<file path="src/rtl/snow64_mem_req_scheduler.sv">
// Round-robin arbiter sharing the memory bus guard between instruction fetch, LAR reads and LAR writes.
// One guard transaction in flight: IDLE -> ISSUE -> WAIT -> RESP, with a WAIT timeout and sticky error flags.
module snow64_mem_req_scheduler #(
  parameter int ADDR_WIDTH     = 64,
  parameter int DATA_WIDTH     = 256,
  parameter int TIMEOUT_CYCLES = 64
) (
  input  logic                  clk,
  input  logic                  rst,
  input  logic                  instr_req,
  input  logic [ADDR_WIDTH-1:0] instr_addr,
  output logic                  instr_done,
  output logic [DATA_WIDTH-1:0] instr_data,
  input  logic                  rd_req,
  input  logic [ADDR_WIDTH-1:0] rd_addr,
  output logic                  rd_done,
  output logic [DATA_WIDTH-1:0] rd_data,
  input  logic                  wr_req,
  input  logic [ADDR_WIDTH-1:0] wr_addr,
  input  logic [DATA_WIDTH-1:0] wr_data,
  output logic                  wr_done,
  output logic                  g_rd_instr_req,
  output logic                  g_rd_data_req,
  output logic                  g_wr_data_req,
  output logic [ADDR_WIDTH-1:0] g_addr,
  output logic [DATA_WIDTH-1:0] g_wdata,
  input  logic                  g_rd_instr_valid,
  input  logic                  g_rd_data_valid,
  input  logic                  g_wr_data_valid,
  input  logic [DATA_WIDTH-1:0] g_rdata,
  output logic                  busy,
  output logic [1:0]            grant_id,
  output logic                  timeout_err,
  output logic                  protocol_err
);

  localparam int CW = $clog2(TIMEOUT_CYCLES + 1);
  localparam logic [CW-1:0] CNT_LAST = CW'(TIMEOUT_CYCLES - 1);

  typedef enum logic [1:0] {IDLE, ISSUE, WAIT, RESP} state_t;

  state_t                state;
  logic [1:0]            rr_ptr;
  logic [CW-1:0]         wait_cnt;
  logic [DATA_WIDTH-1:0] rdata_q;

  logic [2:0] req_vec;
  logic [2:0] valid_vec;
  logic [2:0] active_oh;
  logic       match_vld;
  logic       stray_vld;
  logic [1:0] c0, c1, c2;
  logic [1:0] pick_id;
  logic       pick_vld;

  function automatic logic [1:0] rr_next(input logic [1:0] id);
    return (id == 2'd2) ? 2'd0 : id + 2'd1;
  endfunction

  assign req_vec   = {wr_req, rd_req, instr_req};
  assign valid_vec = {g_wr_data_valid, g_rd_data_valid, g_rd_instr_valid};
  assign active_oh = 3'b001 << grant_id;
  assign match_vld = |(valid_vec & active_oh);
  assign stray_vld = |(valid_vec & ~active_oh);

  // Search order starts just after the last granted requester.
  assign c0 = rr_next(rr_ptr);
  assign c1 = rr_next(c0);
  assign c2 = rr_next(c1);

  always_comb begin
    pick_vld = 1'b1;
    pick_id  = c0;
    if (req_vec[c0])      pick_id = c0;
    else if (req_vec[c1]) pick_id = c1;
    else if (req_vec[c2]) pick_id = c2;
    else                  pick_vld = 1'b0;
  end

  assign instr_data = rdata_q;
  assign rd_data    = rdata_q;

  always_ff @(posedge clk or posedge rst) begin
    if (rst) begin
      state          <= IDLE;
      rr_ptr         <= 2'd2;
      wait_cnt       <= '0;
      rdata_q        <= '0;
      instr_done     <= 1'b0;
      rd_done        <= 1'b0;
      wr_done        <= 1'b0;
      g_rd_instr_req <= 1'b0;
      g_rd_data_req  <= 1'b0;
      g_wr_data_req  <= 1'b0;
      g_addr         <= '0;
      g_wdata        <= '0;
      busy           <= 1'b0;
      grant_id       <= 2'd0;
      timeout_err    <= 1'b0;
      protocol_err   <= 1'b0;
    end else begin
      instr_done     <= 1'b0;
      rd_done        <= 1'b0;
      wr_done        <= 1'b0;
      g_rd_instr_req <= 1'b0;
      g_rd_data_req  <= 1'b0;
      g_wr_data_req  <= 1'b0;
      case (state)
        IDLE: begin
          if (pick_vld) begin
            grant_id <= pick_id;
            rr_ptr   <= pick_id;
            busy     <= 1'b1;
            wait_cnt <= '0;
            {g_wr_data_req, g_rd_data_req, g_rd_instr_req} <= 3'b001 << pick_id;
            case (pick_id)
              2'd0:    g_addr <= instr_addr;
              2'd1:    g_addr <= rd_addr;
              default: begin
                g_addr  <= wr_addr;
                g_wdata <= wr_data;
              end
            endcase
            state <= ISSUE;
          end
        end
        ISSUE: state <= WAIT;
        WAIT: begin
          if (stray_vld) protocol_err <= 1'b1;
          if (match_vld) begin
            rdata_q <= (grant_id == 2'd2) ? '0 : g_rdata;
            {wr_done, rd_done, instr_done} <= active_oh;
            state <= RESP;
          end else if (wait_cnt == CNT_LAST) begin
            timeout_err <= 1'b1;
            rdata_q     <= '0;
            {wr_done, rd_done, instr_done} <= active_oh;
            state <= RESP;
          end else begin
            wait_cnt <= wait_cnt + 1'b1;
          end
        end
        default: begin
          // RESP always returns to IDLE so a held request is re-arbitrated, never re-counted.
          busy  <= 1'b0;
          state <= IDLE;
        end
      endcase
    end
  end

endmodule

</file>
<file path="config.mk">
export PLATFORM = sky130hd
export DESIGN_NAME = snow64_mem_req_scheduler
export DESIGN_NICKNAME = d
export VERILOG_FILES = /design/src/rtl/snow64_mem_req_scheduler.sv
export SDC_FILE = /design/constraint.sdc
export NUM_CORES = 1
export LEC_CHECK = 0
export ABC_CLOCK_PERIOD_IN_PS = 63500
export CORE_AREA = 2 2 605 607
export CTS_BUF_LIST = sky130_fd_sc_hd__clkbuf_4
export DETAILED_ROUTE_END_ITERATION = 6
export DIE_AREA = 0 0 607 609
export PLACE_DENSITY = 0.3
export SKIP_LAST_GASP = 1
export SLEW_MARGIN = 20
export SYNTH_ARGS = -nofsm -noshare
export SYNTH_HDL_FRONTEND = slang
export SYNTH_SLANG_ARGS = --single-unit
</file>
<file path="constraint.sdc">
create_clock -name clk -period 63.5 [get_ports clk]
set_input_delay 15.875 -clock clk [delete_from_list [all_inputs] [get_ports clk]]
set_output_delay 15.875 -clock clk [all_outputs]
set_load 0.005 [all_outputs]
</file>
# Word level (Yosys, flattened, before mapping)
# Cells that the tools add are included.
[totals]
ff_bits = 598
input_bits = 712
elab_cells = 103
[op_classes]
n_addsub = 4
magnitude_cmp = 3
n_eq_ne = 12
shift = 2
muxes = 44
bitwise = 6
n_reduce_logical = 16
[op_table]
columns = ["operator", "count"]
rows = [
  ["two-way mux 256 bit", 3],
  ["one-hot mux 64 bit (2 select lines)", 1],
  ["two-way mux 1 bit", 22],
  ["two-way mux 7 bit", 3],
  ["two-way mux 2 bit", 9],
  ["one-hot mux 7 bit (2 select lines)", 1],
  ["equality test 2 bit (second input constant)", 5],
  ["AND reduction 2 bit", 5],
  ["< comparator 2 x 3 -> 1 bit (second input constant)", 3],
  ["adder 7 x 1 -> 7 bit (second input constant)", 1],
  ["equality test 7 x 6 -> 1 bit (second input constant)", 1],
  ["adder 2 x 1 -> 2 bit (second input constant)", 3],
  ["bitwise AND 3 bit", 2],
  ["binary-select mux 1 bit (select 2 bit)", 3],
  ["!= test 2 bit (second input constant)", 3],
  ["one-hot mux 2 bit (3 select lines)", 1],
  ["AND reduction 3 bit", 2],
  ["OR reduction 3 bit", 2],
  ["left shift 1 x 2 -> 3 bit (first input constant)", 2],
  ["equality test 2 x 1 -> 1 bit (second input constant)", 2],
  ["logical NOT 2 bit", 2],
  ["AND reduction 4 bit", 1],
  ["nonzero test 2 bit", 2],
  ["OR reduction 2 bit", 2],
  ["4 further kinds", 6],
]

# Depth between registers and ports, before layout
[depth]
word_depth = 15
ltp_mapped = 9
ltp_nobuf = 6

# Worst setup path after synthesis
# Ideal clock, no wire load.
[synth_path]
kind = "input-to-reg"
from = "input port instr_req"
to = "register g_wdata[100]"
setup_ps = 127
arrival_ps = 17364
t_required_ps = 63373
path_slack_ps = 46009
path_stages = 9
n_path_buf = 5
path_cell_list = "buf_2 -> or2_1 -> buf_2 -> buf_6 -> o21a_4 -> nor2_8 -> buf_8 -> buf_8 -> mux2_1"
[synth_via]
elab_chain_len = 9
[synth_rtl]
columns = ["item", "line", "rtl"]
rows = [
  ["from (decl)", "10", "input logic instr_req,"],
  ["binary-select mux 1 bit (select 2 bit)", "76", "else if (req_vec[c2]) pick_id = c2;"],
  ["two-way mux 1 bit (not written as such)", "76", ""],
  ["two-way mux 2 bit", "76", ""],
  ["two-way mux 2 bit", "75", "else if (req_vec[c1]) pick_id = c1;"],
  ["two-way mux 2 bit", "74", "if (req_vec[c0]) pick_id = c0;"],
  ["equality test 2 x 1 -> 1 bit or logical NOT 2 bit (tied branches)", "116", "case (pick_id)"],
  ["OR reduction 2 bit (no line)", "--", ""],
  ["NOT 1 bit (no line)", "--", ""],
  ["AND reduction 3 bit (no line) (*)", "--", ""],
  ["to (signal assigned)", "121", "g_wdata <= wr_data;"],
  ["to (decl)", "26", "output logic [DATA_WIDTH-1:0] g_wdata,"],
]
# Every way passes the cells marked *; elsewhere a longest branch is shown, timed or not. The select of a mux whose other input is x is not followed.
# A chain may end at the register's enable or synchronous reset.

# Final worst setup path
[layout_path]
from = "input port rd_req"
to = "register g_wdata[177]"
[layout_via]
elab_chain_len = 9
[layout_rtl]
columns = ["item", "line", "rtl"]
rows = [
  ["from (decl)", "14", "input logic rd_req,"],
  ["binary-select mux 1 bit (select 2 bit)", "76", ""],
  ["two-way mux 1 bit (not written as such)", "76", ""],
  ["two-way mux 2 bit", "76", ""],
  ["two-way mux 2 bit", "75", ""],
  ["two-way mux 2 bit", "74", ""],
  ["equality test 2 x 1 -> 1 bit or logical NOT 2 bit (tied branches)", "116", ""],
  ["OR reduction 2 bit (no line)", "--", ""],
  ["NOT 1 bit (no line)", "--", ""],
  ["AND reduction 3 bit (no line) (*)", "--", ""],
]
# Marks and branches as above.

==> key figures <==
Die
  – Io pins: about 1600
  – Row cnt: between 200 and 250
  – DIE WIDTH: ~600 µm
  – Core Region: ~360000 µm²
  – Initial Util: approximately 7.7%
  – Die ar.: approximately 370000 µm²
  – Die H: a little over 600 µm

STA
  – Worst-Margin Slew: between 1000 and 1500 ps
  – Count of pins over their slew limit: 0
  – Final hold viol count: 0
  – Period minus WS final: slightly above 20000 ps
  – Setup TNS: 0 ps
  – Final setup fails: 0
  – Achievable Freq: roughly 0.049 GHz
  – Unrepaired setup endpoints after global routing: false
  – Period utilization: between 30% and 40%
  – Slew Limit Headroom: roughly 23%
  – Skew final: between 100 and 150 ps
  – Fin worst setup slack: ~43000 ps
  – Hold Worst Slack: 469 ps

Yosys
  – Most frequently used flop master after synthesis: dfrtp_1
  – Synth cell types: 53
  – Synth top cells by count: dfrtp_1, nand2_1, buf_4, inv_1, mux2i_1
  – Leading area contributor after synthesis: dfrtp_1
  – EDFF count, synth: 0
  – Sequential fraction of the synthesis area: a little over half
  – Ys async rst share: between 90% and 100%
  – Mapped Area: ~28000 µm²
  – Synth Warn #: 0
  – Mean Syn Cell Area: around 11 µm²
  – Largest cells by area after synthesis: dfrtp_1, mux2i_1, mux2_1
  – Syn Inst Count: 2511
  – Share of the synthesized area in the top cell type: around 53%
  – Most common cell in the netlist: dfrtp_1
  – Post-synth net total: 3226
  – #FFs+latches synth: around 600

CTS
  – CTS sink cnt: slightly below 600
  – Hold buffers post-CTS: 0
  – Clk_lat worst skew: 1290 ps
  – Clock Tree Root: clkbuf_4
  – CTS buffer count: roughly 210
  – Setup Fix Bufs, Post-CTS: 0
  – H-tree depth: 4
  – Post-CTS Resized: 0
  – Clock transition at path regs: about 60 ps
  – Longest Clk Path Bufs: 4
  – CTS tree: built

Placement
  – Number of port buffers: 1554
  – RePlAce Congestion: about 0.86
  – Post-DP HPWL: 241000 µm
  – Placed Area: approximately 47000 µm²
  – Pre-CTS setup slack: 41380 ps

Layout
  – Share of layout cells above drive strength 1: a little over a tenth
  – Multi-input logic area: between 9000 and 10000 µm²
  – Filler cells: between 40000 and 50000
  – Finished Cell Area: 49800 µm²
  – Nets: roughly 4600
  – FF/Latch Area: around 15000 µm²
  – Area Growth Syn to Fin: 78.1%

Global routing
  – Tot GR Track Use: 14.7%
  – Initial antenna violation count: roughly 190
  – Congestion Overflow GR: 0
  – Largest net degree at the start of global routing: approximately 130
  – Vias in the first global route: 26500
  – First-pass GRT wire length: around 340000 µm

Setup path
  – Crit. End Element: flip-flop
  – Critical Path Start Type: input port
  – Crit Path Category: in -> reg
  – Arr. time, crit path: approximately 22000 ps
  – WP data required: roughly 65000 ps
  – CP max FO: 68

Drt
  – Wirelength per Cell: 31.4 µm
  – First-pass iteration count of the detailed router: 5
  – Via density: 2.86
  – Vias: 25600
  – Final WL: roughly 280000 µm
  – Detail Route Antenna Nets: 0
  – Remaining DRCs: 0
  – Starting DRC count in detailed routing: 1347

Min path
  – HP Class: reg -> reg

Power and ir drop
  – Power per cell area: about 52 nW/µm²
  – Leakage dissipation: roughly 18 nW
  – Total power: 2.59 mW
  – Peak supply drop: approximately 0.018 mV

Run status
  – Status: finished, final reports clean

Run
  – Max cap viols: 0
-- final timing paths --
path	cells past startpoint	slack (ps)	to	start
min	2	470	timeout_err$_DFFE_PP0P_	timeout_err$_DFFE_PP0P_
min reg2reg	2	470	timeout_err$_DFFE_PP0P_	timeout_err$_DFFE_PP0P_
max	10	42910	g_wdata[177]$_DFFE_PP0P_	rd_req
max reg2reg	11	57640	g_wdata[177]$_DFFE_PP0P_	state[0]$_DFFE_PP0P_
max in group asynchronous	5	45340	instr_data[237]$_DFFE_PP0P_	rst
min in group asynchronous	2	15060	g_addr[29]$_DFFE_PP0P_	rst
-- stage by stage --
step / utilization [%] / std cells
global route: 13.7 / 8888
finish: 13.7 / 8925
detailed placement: 12.9 / 8512
global placement: 12.9 / 8511
CTS: 13.7 / 8881
floorplan: - / 2511
-- layout by cell type (no fill, tap or decap), types with 3 or more instances in the layout --
cell type / n
inv_1: 264
nor2b_1: 65
nand3_1: 3
clkdlybuf4s50_1: 1553
diode_2: 44
o21bai_1: 3
nand2_1: 330
clkinv_1: 30
nor2_1: 73
o21a_4: 3
clkbuf_4: 332
a221oi_1: 64
dfrtp_1: 596
mux2i_1: 259
nor3_1: 4
mux2_1: 209
buf_4: 32
mux2_2: 48
nand2b_1: 5
a21oi_1: 68
o21ai_0: 69
-- logic make-up after synthesis --
kind of cell    after synthesis  synth area share (%)
buf+inv                     668                  13.9
flops                       597                  53.4
mux                         516                  19.6
simple gates                502                  7.73
compound gates              225                  5.20
fa+ha+maj                     3                 0.134
-- worst max-delay path: stages --
cell             delay (ps)
clkdlybuf4s50_1         570
or2_2                   600
o21a_4                  240
nor2_8                  120
buf_4                   620
buf_4                   670
buf_4                   730
buf_4                   760
buf_4                   880
mux2_1                  400
-- registers in the layout (all words and copies together) (netlist names), 2 cells and up --
register    count
g_wdata       256
instr_data    256
g_addr         64
wait_cnt        7
grant_id        2
state           2
-- metal layers --
metal / GRT usage, % / part of all wire, % / up-vias / routed length [µm]
met4: 2.76 / 2.1 / 68 / 5860
met5: 0 / 0.16 / - / 449
met3: 10.8 / 16 / 472 / 43800
met1: 14.3 / 34 / 12600 / 96100
met2: 24.9 / 48 / 1381 / 134000
li1: - / - / 11000 / -
-- cell type report --
| cell class | count | area share [%] |
|---|---|---|
| Timing Repair Buffer | 1588 | 31.8 |
| Sequential cell | 597 | 30.0 |
| Multi-Input combinational cell | 1246 | 18.5 |
| Tap cell | 4816 | 12.1 |
| Clock buffer | 332 | 5.00 |
| Inverter | 265 | 2.01 |
| Clock inverter | 37 | 0.414 |
| Antenna cell | 44 | 0.221 |
-- report_power, final --
group          internal [mW]  switching, mW  leakage, nW
logic                  0.642          0.709         9.33
registers              0.570          0.196         7.48
clock network          0.242          0.227         1.63
total                   1.45           1.13         18.4
Note: power is estimated with default switching activity, not from simulation.
